`src/rtl/fir_seq_pkg.sv`:
```
// Shared types and helpers for the FIR window sequencer.
// Holds the FSM state encoding and modulo pointer arithmetic.
package fir_seq_pkg;

    typedef enum logic [1:0] {
        IDLE = 2'd0,
        SEQ  = 2'd1,
        DONE = 2'd2
    } seq_state_t;

    localparam int DEF_TAPS      = 1021;
    localparam int DEF_DEPTH     = 1536;
    localparam int DEF_AW        = 11;
    localparam int DEF_SEQ_EXTRA = 2;
    localparam int DEF_CAP_DLY   = 1;
    localparam int SEQ_LEN       = DEF_TAPS + DEF_SEQ_EXTRA;

    function automatic int unsigned seq_len(
        input int unsigned taps,
        input int unsigned extra
    );
        return taps + extra;
    endfunction

    // Operands are assumed already reduced, so one conditional fold suffices.
    function automatic int unsigned mod_add(
        input int unsigned a,
        input int unsigned b,
        input int unsigned depth
    );
        int unsigned s;
        s = a + b;
        if (s >= depth) s = s - depth;
        return s;
    endfunction

    function automatic int unsigned mod_sub(
        input int unsigned a,
        input int unsigned b,
        input int unsigned depth
    );
        return (a >= b) ? (a - b) : (a + depth - b);
    endfunction

endpackage

```
`src/rtl/fir_seq_ctrl_if.sv`:
```
// Bundle between sample source, queue RAM, band filter and sequencer.
// The slave side is the sequencer; the master side is its environment.
interface fir_seq_ctrl_if #(
    parameter int AW = 11
);
    logic          smpl_vld;
    logic [15:0]   filt_rght;
    logic [15:0]   filt_lft;
    logic          wr_en;
    logic [AW-1:0] wr_ptr;
    logic [AW-1:0] rd_ptr;
    logic          sequencing;
    logic [15:0]   rght_out;
    logic [15:0]   lft_out;
    logic          out_vld;
    logic          full;
    logic          overrun;

    modport master (
        output smpl_vld, filt_rght, filt_lft,
        input  wr_en, wr_ptr, rd_ptr, sequencing,
        input  rght_out, lft_out, out_vld, full, overrun
    );

    modport slave (
        input  smpl_vld, filt_rght, filt_lft,
        output wr_en, wr_ptr, rd_ptr, sequencing,
        output rght_out, lft_out, out_vld, full, overrun
    );
endinterface

```
`src/rtl/fir_seq_ctrl_circ_ptr.sv`:
```
// Modulo-DEPTH address pointer with increment and parallel load.
// Load wins over increment.
module circ_ptr
    import fir_seq_pkg::*;
#(
    parameter int DEPTH = 8,
    parameter int AW    = 3
) (
    input  logic          clk,
    input  logic          rst_n,
    input  logic          inc,
    input  logic          load,
    input  logic [AW-1:0] load_val,
    output logic [AW-1:0] ptr
);

    always_ff @(posedge clk or negedge rst_n) begin
        if (!rst_n) begin
            ptr <= '0;
        end else if (load) begin
            ptr <= load_val;
        end else if (inc) begin
            ptr <= AW'(mod_add(32'(ptr), 32'd1, unsigned'(DEPTH)));
        end
    end

endmodule

```
`src/rtl/fir_seq_ctrl.sv`:
```
// Window sequencer for the shared-ROM FIR: tracks queue pointers, runs one
// convolution window per sample and captures the settled filter result.
module fir_seq_ctrl
    import fir_seq_pkg::*;
#(
    parameter int TAPS      = DEF_TAPS,
    parameter int DEPTH     = DEF_DEPTH,
    parameter int AW        = DEF_AW,
    parameter int SEQ_EXTRA = DEF_SEQ_EXTRA,
    parameter int CAP_DLY   = DEF_CAP_DLY
) (
    input  logic          clk,
    input  logic          rst_n,
    fir_seq_ctrl_if.slave bus
);

    localparam int SEQ_N = int'(seq_len(TAPS, SEQ_EXTRA));
    localparam int SW    = $clog2(SEQ_N + 1);
    localparam int DW    = $clog2(CAP_DLY + 1);
    localparam int CW    = $clog2(TAPS + 1);

    seq_state_t    state, state_n;
    logic [SW-1:0] seq_cnt, seq_n;
    logic [DW-1:0] dly_cnt, dly_n;
    logic [CW-1:0] count, cnt_n;
    logic          pending, pend_n;
    logic          overrun, ovr_n;
    logic          start, cap;
    logic          out_vld, full;
    logic [15:0]   rght_q, lft_q;
    logic [AW-1:0] wr_ptr, rd_ptr;
    logic [AW-1:0] wr_new, base, rd_start;

    assign wr_new   = AW'(mod_add(32'(wr_ptr), 32'd1, unsigned'(DEPTH)));
    assign base     = bus.smpl_vld ? wr_new : wr_ptr;
    assign rd_start = AW'(mod_sub(32'(base), unsigned'(TAPS), unsigned'(DEPTH)));
    assign cnt_n    = (bus.smpl_vld && count != CW'(TAPS)) ? count + 1'b1 : count;

    circ_ptr #(.DEPTH(DEPTH), .AW(AW)) u_wr (
        .clk      (clk),
        .rst_n    (rst_n),
        .inc      (bus.smpl_vld),
        .load     (1'b0),
        .load_val ('0),
        .ptr      (wr_ptr)
    );

    // Start value is loaded once per window; later writes never move it.
    circ_ptr #(.DEPTH(DEPTH), .AW(AW)) u_rd (
        .clk      (clk),
        .rst_n    (rst_n),
        .inc      (state == SEQ),
        .load     (start),
        .load_val (rd_start),
        .ptr      (rd_ptr)
    );

    always_comb begin
        state_n = state;
        seq_n   = seq_cnt;
        dly_n   = dly_cnt;
        pend_n  = pending;
        ovr_n   = overrun;
        start   = 1'b0;
        cap     = 1'b0;
        unique case (state)
            IDLE: begin
                if (bus.smpl_vld && cnt_n == CW'(TAPS)) start = 1'b1;
            end
            SEQ: begin
                seq_n = seq_cnt + 1'b1;
                if (seq_cnt == SW'(SEQ_N - 1)) begin
                    state_n = DONE;
                    dly_n   = '0;
                end
            end
            DONE: begin
                dly_n = dly_cnt + 1'b1;
                if (dly_cnt == DW'(CAP_DLY - 1)) begin
                    cap     = 1'b1;
                    state_n = IDLE;
                    if (pending || bus.smpl_vld) start = 1'b1;
                end
            end
            default: state_n = IDLE;
        endcase
        if (start) begin
            state_n = SEQ;
            seq_n   = '0;
            pend_n  = 1'b0;
        end
        // A sample during a busy window queues one request; a second overruns.
        if (bus.smpl_vld && state != IDLE) begin
            if (pending) ovr_n = 1'b1;
            if (!start)  pend_n = 1'b1;
        end
    end

    always_ff @(posedge clk or negedge rst_n) begin
        if (!rst_n) begin
            state   <= IDLE;
            seq_cnt <= '0;
            dly_cnt <= '0;
            pending <= 1'b0;
            overrun <= 1'b0;
            count   <= '0;
            full    <= 1'b0;
            out_vld <= 1'b0;
            rght_q  <= '0;
            lft_q   <= '0;
        end else begin
            state   <= state_n;
            seq_cnt <= seq_n;
            dly_cnt <= dly_n;
            pending <= pend_n;
            overrun <= ovr_n;
            count   <= cnt_n;
            full    <= (cnt_n == CW'(TAPS));
            out_vld <= cap;
            if (cap) begin
                rght_q <= bus.filt_rght;
                lft_q  <= bus.filt_lft;
            end
        end
    end

    assign bus.wr_en      = bus.smpl_vld;
    assign bus.wr_ptr     = wr_ptr;
    assign bus.rd_ptr     = rd_ptr;
    assign bus.sequencing = (state == SEQ);
    assign bus.rght_out   = rght_q;
    assign bus.lft_out    = lft_q;
    assign bus.out_vld    = out_vld;
    assign bus.full       = full;
    assign bus.overrun    = overrun;

endmodule

```
`src/flat_wrapper.sv`:
```
// flat-port wrapper written by rule: the top's interface ports become plain ports
module fir_seq_ctrl_flat import fir_seq_pkg::*;
#(
    parameter int TAPS      = DEF_TAPS,
    parameter int DEPTH     = DEF_DEPTH,
    parameter int AW        = DEF_AW,
    parameter int SEQ_EXTRA = DEF_SEQ_EXTRA,
    parameter int CAP_DLY   = DEF_CAP_DLY
)
  (clk, rst_n, bus_smpl_vld, bus_filt_rght, bus_filt_lft, bus_wr_en, bus_wr_ptr, bus_rd_ptr, bus_sequencing, bus_rght_out, bus_lft_out, bus_out_vld, bus_full, bus_overrun);
  fir_seq_ctrl_if #(.AW(AW)) bus_i ();
  input  logic clk;
  input  logic rst_n;
  input wire logic [$bits(bus_i.smpl_vld)-1:0] bus_smpl_vld;
  input wire logic [$bits(bus_i.filt_rght)-1:0] bus_filt_rght;
  input wire logic [$bits(bus_i.filt_lft)-1:0] bus_filt_lft;
  output wire logic [$bits(bus_i.wr_en)-1:0] bus_wr_en;
  output wire logic [$bits(bus_i.wr_ptr)-1:0] bus_wr_ptr;
  output wire logic [$bits(bus_i.rd_ptr)-1:0] bus_rd_ptr;
  output wire logic [$bits(bus_i.sequencing)-1:0] bus_sequencing;
  output wire logic [$bits(bus_i.rght_out)-1:0] bus_rght_out;
  output wire logic [$bits(bus_i.lft_out)-1:0] bus_lft_out;
  output wire logic [$bits(bus_i.out_vld)-1:0] bus_out_vld;
  output wire logic [$bits(bus_i.full)-1:0] bus_full;
  output wire logic [$bits(bus_i.overrun)-1:0] bus_overrun;
  assign bus_i.smpl_vld = bus_smpl_vld;
  assign bus_i.filt_rght = bus_filt_rght;
  assign bus_i.filt_lft = bus_filt_lft;
  assign bus_wr_en = bus_i.wr_en;
  assign bus_wr_ptr = bus_i.wr_ptr;
  assign bus_rd_ptr = bus_i.rd_ptr;
  assign bus_sequencing = bus_i.sequencing;
  assign bus_rght_out = bus_i.rght_out;
  assign bus_lft_out = bus_i.lft_out;
  assign bus_out_vld = bus_i.out_vld;
  assign bus_full = bus_i.full;
  assign bus_overrun = bus_i.overrun;
  fir_seq_ctrl #(.TAPS(TAPS), .DEPTH(DEPTH), .AW(AW), .SEQ_EXTRA(SEQ_EXTRA), .CAP_DLY(CAP_DLY)) u_core (.clk(clk), .rst_n(rst_n), .bus(bus_i));
endmodule
```
`config.mk`:
```
export PLATFORM = sky130hd
export DESIGN_NAME = fir_seq_ctrl_flat
export DESIGN_NICKNAME = d
export VERILOG_FILES = /design/src/rtl/fir_seq_pkg.sv /design/src/rtl/fir_seq_ctrl_if.sv /design/src/rtl/fir_seq_ctrl_circ_ptr.sv /design/src/rtl/fir_seq_ctrl.sv /design/src/flat_wrapper.sv
export SDC_FILE = /design/constraint.sdc
export NUM_CORES = 1
export LEC_CHECK = 0
export ABC_CLOCK_PERIOD_IN_PS = 3400
export CAP_MARGIN = 10
export CORE_ASPECT_RATIO = 0.8
export CORE_MARGIN = 2
export CORE_UTILIZATION = 40
export CTS_BUF_LIST = sky130_fd_sc_hd__clkbuf_16
export CTS_CLUSTER_DIAMETER = 100
export CTS_CLUSTER_SIZE = 20
export DETAILED_ROUTE_END_ITERATION = 10
export GPL_TIMING_DRIVEN = 0
export PLACE_DENSITY = 0.7
export SLEW_MARGIN = 20
export SYNTH_ARGS = -nofsm -noshare
export SYNTH_HDL_FRONTEND = slang
export SYNTH_SLANG_ARGS = --single-unit
```
`constraint.sdc`:
```
create_clock -name clk -period 3.4 [get_ports clk]
set_input_delay 1.02 -clock clk [delete_from_list [all_inputs] [get_ports clk]]
set_output_delay 1.02 -clock clk [all_outputs]
set_load 0.02 [all_outputs]
```
=== Word-level counts from Yosys, hierarchy flattened ===
Cells that the tools add are included.

* Reductions and logical operators: 11
* Bitwise operators: 0
* Equality and inequality tests: 9
* $add $sub $neg: 10
* $mul: 0
* Order comparisons: 3
* Muxes and demuxes: 24
* Shift operators: 0
* Div/mod/pow operators: 0

{| class="wikitable"
|+ Operator list
! operator !! count
|-
| two-way mux 11 bit || 6
|-
| two-way mux 10 bit || 3
|-
| adder 11 x 1 -> 12 bit (second input constant) || 2
|-
| >= comparator 12 x 11 -> 1 bit (second input constant) || 2
|-
| subtractor 11 x 10 -> 11 bit (second input constant) || 2
|-
| subtractor 11 bit (second input constant) || 2
|-
| adder 10 x 1 -> 10 bit (second input constant) || 2
|-
| == test 10 bit (second input constant) || 2
|-
| adder 11 bit (second input constant) || 1
|-
| >= comparator 11 x 10 -> 1 bit (second input constant) || 1
|-
| inequality test 10 bit (second input constant) || 1
|-
| two-way mux 1 bit || 9
|-
| two-way mux 2 bit || 3
|-
| one-hot mux 2 bit (3 select lines) || 1
|-
| nonzero test 2 bit || 3
|-
| inequality test 2 x 1 -> 1 bit (second input constant) || 2
|-
| one-hot mux 1 bit (2 select lines) || 2
|-
| AND reduction 2 bit || 2
|-
| logical AND 1 bit || 3
|-
| inequality test 3 x 1 -> 1 bit (second input constant) || 1
|-
| inequality test 3 bit (second input constant) || 1
|-
| AND reduction 3 bit || 1
|-
| == test 2 x 1 -> 1 bit (second input constant) || 1
|-
| == test 2 bit (second input constant) || 1
|-
| 3 further kinds || 3
|}

* Latch bits: 0
* Output and inout bits: 59
* Word-level logic and storage cells: 69
* Bits in registers: 81
* Memory bits (read-only): 0
* RAM bits: 0
* Memories: 0

=== Logic depth before layout (Yosys ltp) ===
* Depth in word-level cells: 10
* Depth in mapped cells: 10
* Depth with buffers taken out: 9

=== Modules after synthesis ===
From an unflattened synthesis, not the netlist that was laid out.

* Cell total of the unflattened synthesis: 463
* Area, all modules: 4618.2 µm²

{| class="wikitable"
|+ Modules (own cells, without submodules)
! module !! times used !! area an instance (µm²) !! sequential area each (µm²) !! cells an instance
|-
| fir_seq_ctrl || 1 || 3194.3 || 1476.4 || 303
|-
| circ_ptr || 2 || 711.9 || 275.3 || 80
|}

=== Worst setup path after synthesis ===
Ideal clock, no wire load.

* Kind: input port to flip-flop
* Start point: input bus_smpl_vld
* End point: register u_core.u_rd.ptr[10]
* Library setup time: 0.126 ns
* Stages on the path: 8
* Arrival time: 2.566 ns
* Data required time: 3.274 ns
* Slack: 0.708 ns
* Cell sequence: buf_2 xor2_1 inv_1 ha_1 nor4_2 and4b_1 a211oi_1 o32a_1

{| class="wikitable"
|+ RTL lines
! what !! RTL line !! text
|-
| start: declaration || flat_wrapper.sv:14 || <nowiki>input wire logic [$bits(bus_i.smpl_vld)-1:0] bus_smpl_vld;</nowiki>
|-
| two-way mux 11 bit (*) || fir_seq_ctrl.sv:35 || <nowiki>assign base = bus.smpl_vld ? wr_new : wr_ptr;</nowiki>
|-
| named net u_core.base[0] || fir_seq_ctrl.sv:32 || <nowiki>logic [AW-1:0] wr_new, base, rd_start;</nowiki>
|-
| adder 11 bit || fir_seq_pkg.sv:42 || <nowiki>return (a >= b) ? (a - b) : (a + depth - b);</nowiki>
|-
| subtractor 11 x 10 -> 11 bit || fir_seq_pkg.sv:42 ||
|-
| two-way mux 11 bit (*) || fir_seq_pkg.sv:42 ||
|-
| two-way mux 11 bit (*) || fir_seq_ctrl_circ_ptr.sv:20 || <nowiki>end else if (load) begin</nowiki>
|-
| end signal: assignment || fir_seq_ctrl_circ_ptr.sv:21 || <nowiki>ptr <= load_val;</nowiki>
|-
| end signal: assignment || fir_seq_ctrl_circ_ptr.sv:23 || <nowiki>ptr <= AW'(mod_add(32'(ptr), 32'd1, unsigned'(DEPTH)));</nowiki>
|-
| end: declaration || fir_seq_ctrl_circ_ptr.sv:14 || <nowiki>output logic [AW-1:0] ptr</nowiki>
|}

The timed path passes the listed nets; every way through them passes the cells marked *.
A chain may end at the register's enable or synchronous reset.

=== Worst setup path after layout ===
* Start point: register u_core.state[1]
* End point: output bus_sequencing

* Cells in the longest elaborated chain, start to end: 1

{| class="wikitable"
|+ RTL lines
! what !! RTL line !! text
|-
| start: declaration || fir_seq_ctrl.sv:22 || <nowiki>seq_state_t state, state_n;</nowiki>
|-
| start signal: assignment || fir_seq_ctrl.sv:112 || <nowiki>state <= state_n;</nowiki>
|-
| == test 2 x 1 -> 1 bit || fir_seq_ctrl.sv:130 || <nowiki>assign bus.sequencing = (state == SEQ);</nowiki>
|-
| end: declaration || flat_wrapper.sv:20 || <nowiki>output wire logic [$bits(bus_i.sequencing)-1:0] bus_sequencing;</nowiki>
|}

Every way passes these cells.

==> flow_summary.html <==
<table>
<tr><th>Metric</th><th>Value</th></tr>
<tr><th colspan="2">Cells and area</th></tr>
<tr><td>Synthesis-to-layout area growth</td><td>35.6%</td></tr>
<tr><td>Footprint of the flip-flops and latches</td><td>2030 µm²</td></tr>
<tr><td>Final net count</td><td>501</td></tr>
<tr><td>Multi-input logic area</td><td>1870 µm²</td></tr>
<tr><td>Number of antenna cells inserted</td><td>0</td></tr>
<tr><td>Filler cell count in the final layout</td><td>853</td></tr>
<tr><td>Finished Layout Cells</td><td>597</td></tr>
<tr><td>Fraction of final layout cells with drive strength greater than 1</td><td>13.9%</td></tr>
<tr><th colspan="2">Outcome</th></tr>
<tr><td>Outcome</td><td>completed</td></tr>
<tr><th colspan="2">Detailed routing</th></tr>
<tr><td>Count of vias placed by the detailed router</td><td>2993</td></tr>
<tr><td>Final Routed Wirelength</td><td>8720 µm</td></tr>
<tr><td>Routed length per placed instance</td><td>14.6 µm</td></tr>
<tr><td>Number of design-rule violations left by the first detailed-router iteration</td><td>107</td></tr>
<tr><td>Router iterations before antenna repair</td><td>4</td></tr>
<tr><td>Detailed-route DRC error count</td><td>0</td></tr>
<tr><td>Number of nets still failing antenna checks after routing</td><td>0</td></tr>
<tr><td>DR vias/cell</td><td>5.01</td></tr>
<tr><th colspan="2">Power and ir drop</th></tr>
<tr><td>Internal power contribution</td><td>1890 µW</td></tr>
<tr><td>Relative contribution of the clock network to total power</td><td>34.6%</td></tr>
<tr><td>Leakage Power</td><td>0.00235 µW</td></tr>
<tr><td>Ratio of total power to cell area</td><td>511 nW/µm²</td></tr>
<tr><td>Switching Power</td><td>877 µW</td></tr>
<tr><td>Worst IR Drop VDD</td><td>0.338 mV</td></tr>
<tr><td>Proportion of power drawn by combinational gates</td><td>23.1%</td></tr>
<tr><td>Net switching share of the total power</td><td>31.7%</td></tr>
<tr><td>Register share of total power</td><td>42.2%</td></tr>
<tr><th colspan="2">Synthesis</th></tr>
<tr><td>Post-synth EDFFs</td><td>0</td></tr>
<tr><td>Seq/Total Area, Yosys</td><td>50.7%</td></tr>
<tr><td>Cell area after synthesis</td><td>4000 µm²</td></tr>
<tr><td>Compound-gate portion of the synthesized area</td><td>7.70%</td></tr>
<tr><td>Distinct cell type count of the synthesized netlist</td><td>46</td></tr>
<tr><td>Adder and majority cell fraction of the synthesized area</td><td>3.13%</td></tr>
<tr><td>Share of Yosys cell area claimed by the top area cell type</td><td>50.7%</td></tr>
<tr><td>Most used standard cell by instance count after synthesis</td><td>dfrtp_1</td></tr>
<tr><td>Largest family of logic cells by synthesized area</td><td>simple AND/OR/NAND/NOR gates</td></tr>
<tr><td>Average size of a mapped cell</td><td>11.4 µm²</td></tr>
<tr><td>Most used standard cells in the synthesized netlist</td><td>dfrtp_1, mux2_2, nor2_1, nand2_1, xor2_1</td></tr>
<tr><td>Cells after synthesis</td><td>352</td></tr>
<tr><td>Portion of netlist area occupied by mux cells</td><td>12.3%</td></tr>
<tr><td>Most area-hungry cell type in the Yosys netlist</td><td>dfrtp_1</td></tr>
<tr><td>Share of flip-flops with an asynchronous set or reset after synthesis</td><td>100%</td></tr>
<tr><td>Largest cells by area after synthesis</td><td>dfrtp_1, mux2_2, xor2_1, xnor2_1, ha_1</td></tr>
<tr><td>Post-synthesis share of cell area spent on and, or, nand and nor gates</td><td>15.5%</td></tr>
<tr><td>Synth Flop Type</td><td>dfrtp_1</td></tr>
<tr><td>Xor and xnor area share after synthesis</td><td>7.88%</td></tr>
<tr><td>Number of warnings reported in the yosys synthesis log</td><td>0</td></tr>
<tr><td>FF+latch count, synth</td><td>81</td></tr>
<tr><td>Number of nets produced by synthesis</td><td>397</td></tr>
<tr><th colspan="2">Placement</th></tr>
<tr><td>Final RePlAce weighted congestion</td><td>0.819</td></tr>
<tr><td>DP Worst Slack</td><td>-0.428 ns</td></tr>
<tr><td>Inst Count DP</td><td>582</td></tr>
<tr><td>Port Buffer Count</td><td>93</td></tr>
<tr><td>Post-detail-place hpwl</td><td>6390 µm</td></tr>
<tr><th colspan="2">Global route</th></tr>
<tr><td>Global-route usage over all layers</td><td>16.7%</td></tr>
<tr><td>Pin count of the biggest net entering global routing</td><td>49</td></tr>
<tr><td>Global-route wire length before repair</td><td>14100 µm</td></tr>
<tr><td>Initial antenna violation count</td><td>0</td></tr>
<tr><td>Total gr overflow</td><td>0</td></tr>
<tr><td>Vias in the first global route</td><td>2878</td></tr>
<tr><th colspan="2">STA</th></tr>
<tr><td>Setup tns final</td><td>0 ns</td></tr>
<tr><td>Count of final hold-check violations</td><td>0</td></tr>
<tr><td>Relative slew slack</td><td>60.6%</td></tr>
<tr><td>Final setup vio count</td><td>0</td></tr>
<tr><td>RSZ-0062 raised after global routing</td><td>no</td></tr>
<tr><td>Worst-margin pin slew</td><td>0.590 ns</td></tr>
<tr><td>Worst Setup Slack, final</td><td>0.209 ns</td></tr>
<tr><td>Fmax achieved</td><td>313 MHz</td></tr>
<tr><td>Minimum period implied by the final worst setup slack</td><td>3.19 ns</td></tr>
<tr><td>Clock Skew</td><td>0.00640 ns</td></tr>
<tr><td>Fin crit share</td><td>93.9%</td></tr>
<tr><td>Final Max Slew Viols</td><td>0</td></tr>
<tr><th colspan="2">Clock network</th></tr>
<tr><td>H-tree lvl count</td><td>3</td></tr>
<tr><td>Sink count of the clock tree</td><td>81</td></tr>
<tr><td>CTS tree</td><td>done</td></tr>
<tr><td>Number of buffers between clock root and the deepest sink</td><td>2</td></tr>
<tr><td>Post-CTS Setup Bufs</td><td>0</td></tr>
<tr><td>Clock edge transition at the registers on the reported setup and hold paths</td><td>0.06 ns</td></tr>
<tr><td>Latest clock arrival within the worst-skew pair</td><td>0.33 ns</td></tr>
<tr><td>Cell at the root of the clock tree</td><td>clkbuf_16</td></tr>
<tr><td>Inserted Clock Buffers</td><td>9</td></tr>
<tr><td>Number of buffers added to fix hold violations after cts</td><td>0</td></tr>
<tr><th colspan="2">Setup path</th></tr>
<tr><td>Data required time at the worst endpoint</td><td>2.38 ns</td></tr>
<tr><td>Crit path max fanout</td><td>14</td></tr>
<tr><td>Logic depth of the worst register-to-register path</td><td>8</td></tr>
<tr><td>Critical path arrival</td><td>2.17 ns</td></tr>
<tr><td>Critical setup path kind</td><td>reg -&gt; out</td></tr>
<tr><td>Critical path capture point type</td><td>output pin</td></tr>
<tr><td>Kind of start point of the critical path</td><td>flip-flop</td></tr>
<tr><th colspan="2">Floorplanning</th></tr>
<tr><td>Die boundary width</td><td>116 µm</td></tr>
<tr><td>Height of the die</td><td>93.4 µm</td></tr>
<tr><td>Std cell rows</td><td>32</td></tr>
<tr><td>Starting density of the core</td><td>41.3%</td></tr>
<tr><td>Boundary pin count</td><td>94</td></tr>
<tr><td>Core Footprint</td><td>9690 µm²</td></tr>
<tr><td>Total Die Area</td><td>10800 µm²</td></tr>
<tr><th colspan="2">Flow run</th></tr>
<tr><td>Number of max-cap violations</td><td>0</td></tr>
<tr><th colspan="2">Worst hold path</th></tr>
<tr><td>Path type of the worst min-delay path</td><td>reg -&gt; reg</td></tr>
<tr><td>Cells on Worst Hold Path</td><td>1</td></tr>
</table>
## stage by stage
stage	util, %	hold slack (ns)	total power [µW]	area (µm²)
after floorplan	-	0.472	1560	4000
after global placement	52.6	0.466	1800	5100
after detailed placement	52.9	0.462	1820	5120
after CTS	55.9	0.479	2790	5420
after global routing	56.0	0.489	2910	5420
final	56.0	0.477	2770	5420
## worst max-delay path, cell delays in order (launching register included)
cell             delay, ns
dfrtp_1               0.44
nand2b_1              0.29
inv_1                 0.41
clkdlybuf4s50_1       0.70
## final timing paths
path,startpoint,slack (ns),end
max,u_core.state[1]$_DFFE_PN0P_,0.21,bus_sequencing
min,u_core.bus.overrun$_DFFE_PN0P_,0.48,u_core.bus.overrun$_DFFE_PN0P_
max reg2reg,u_core.u_wr.ptr[0]$_DFF_PN0_,0.72,u_core.u_rd.ptr[10]$_DFFE_PN0P_
min reg2reg,u_core.bus.overrun$_DFFE_PN0P_,0.48,u_core.bus.overrun$_DFFE_PN0P_
max in group asynchronous,rst_n,2.18,u_core.u_rd.ptr[5]$_DFFE_PN0P_
min in group asynchronous,rst_n,0.64,u_core.bus.lft_out[3]$_DFFE_PN0P_
## sequential cells by signal (all words and copies together), names as in the netlist
name	cells
u_core.state	2
u_core.count	10
u_core.bus.rght_out	16
u_core.bus.overrun	1
u_core.u_wr.ptr	11
u_core.bus.out_vld	1
u_core.seq_cnt	10
u_core.bus.lft_out	16
u_core.u_rd.ptr	11
u_core.dly_cnt	1
u_core.bus.full	1
u_core.pending	1
## routing by layer
layer / up-vias / global-route usage (%) / wire length, µm
met4: 0 / 5.26 / 79
met3: 6 / 4.86 / 390
li1: 1462 / - / -
met1: 1465 / 22.4 / 4180
met5: - / 0 / 0
met2: 60 / 26.0 / 4080
## layout by cell type (no fill, tap or decap), types with 3 or more instances in the layout
cell type / netlist / final
ha_1: 10 / 10
nor3_1: 8 / 8
nor2_1: 30 / 30
xnor2_1: 16 / 16
clkbuf_16: 0 / 9
buf_4: 2 / 3
nor2b_1: 4 / 4
buf_2: 3 / 3
nor3b_1: 4 / 4
mux2i_1: 11 / 11
clkdlybuf4s50_1: 0 / 91
mux2_2: 34 / 34
nand4_1: 14 / 14
and3_1: 8 / 8
a21oi_1: 10 / 10
nand3_1: 9 / 9
o31ai_1: 3 / 3
and4_1: 4 / 4
dfrtp_1: 81 / 81
o21ai_0: 8 / 7
inv_1: 13 / 14
clkbuf_1: 4 / 4
nand2_1: 23 / 23
xor2_1: 20 / 19
## what timing repair did
action / in CTS / in global routing
resized for setup: 2 / 1
endpoints found under the setup margin: 3 / 1
endpoints found under the hold margin: 0 / 0
pin swaps: 0 / 0
## cells by family after synthesis
| family | Yosys count |
|---|---|
| AOI/OAI and AO/OA | 43 |
| and+or+nand+nor | 113 |
| adders and majority gates | 10 |
| buffers and inverters | 24 |
| DFF | 81 |
| xor gates and xnor gates | 36 |
| muxes | 45 |
## layout make-up
type / instances / share of cell area, %
Sequential cell: 81 / 37.4
Multi-Input combinational cell: 247 / 34.4
Timing Repair Buffer: 94 / 17.6
Clock buffer: 9 / 4.15
Tap cell: 136 / 3.14
Clock inverter: 7 / 1.29
Buffer: 10 / 1.11
Inverter: 13 / 0.900
## power by group through the flow
stage               clock [µW]  combinational [µW]  sequential [µW]
global route              1020                 708             1180
global placement             0                 622             1180
finish                     959                 641             1170
detailed placement           0                 634             1180
CTS                        984                 643             1170
floorplan                    0                 353             1210
(Power assumes the default switching activity.)
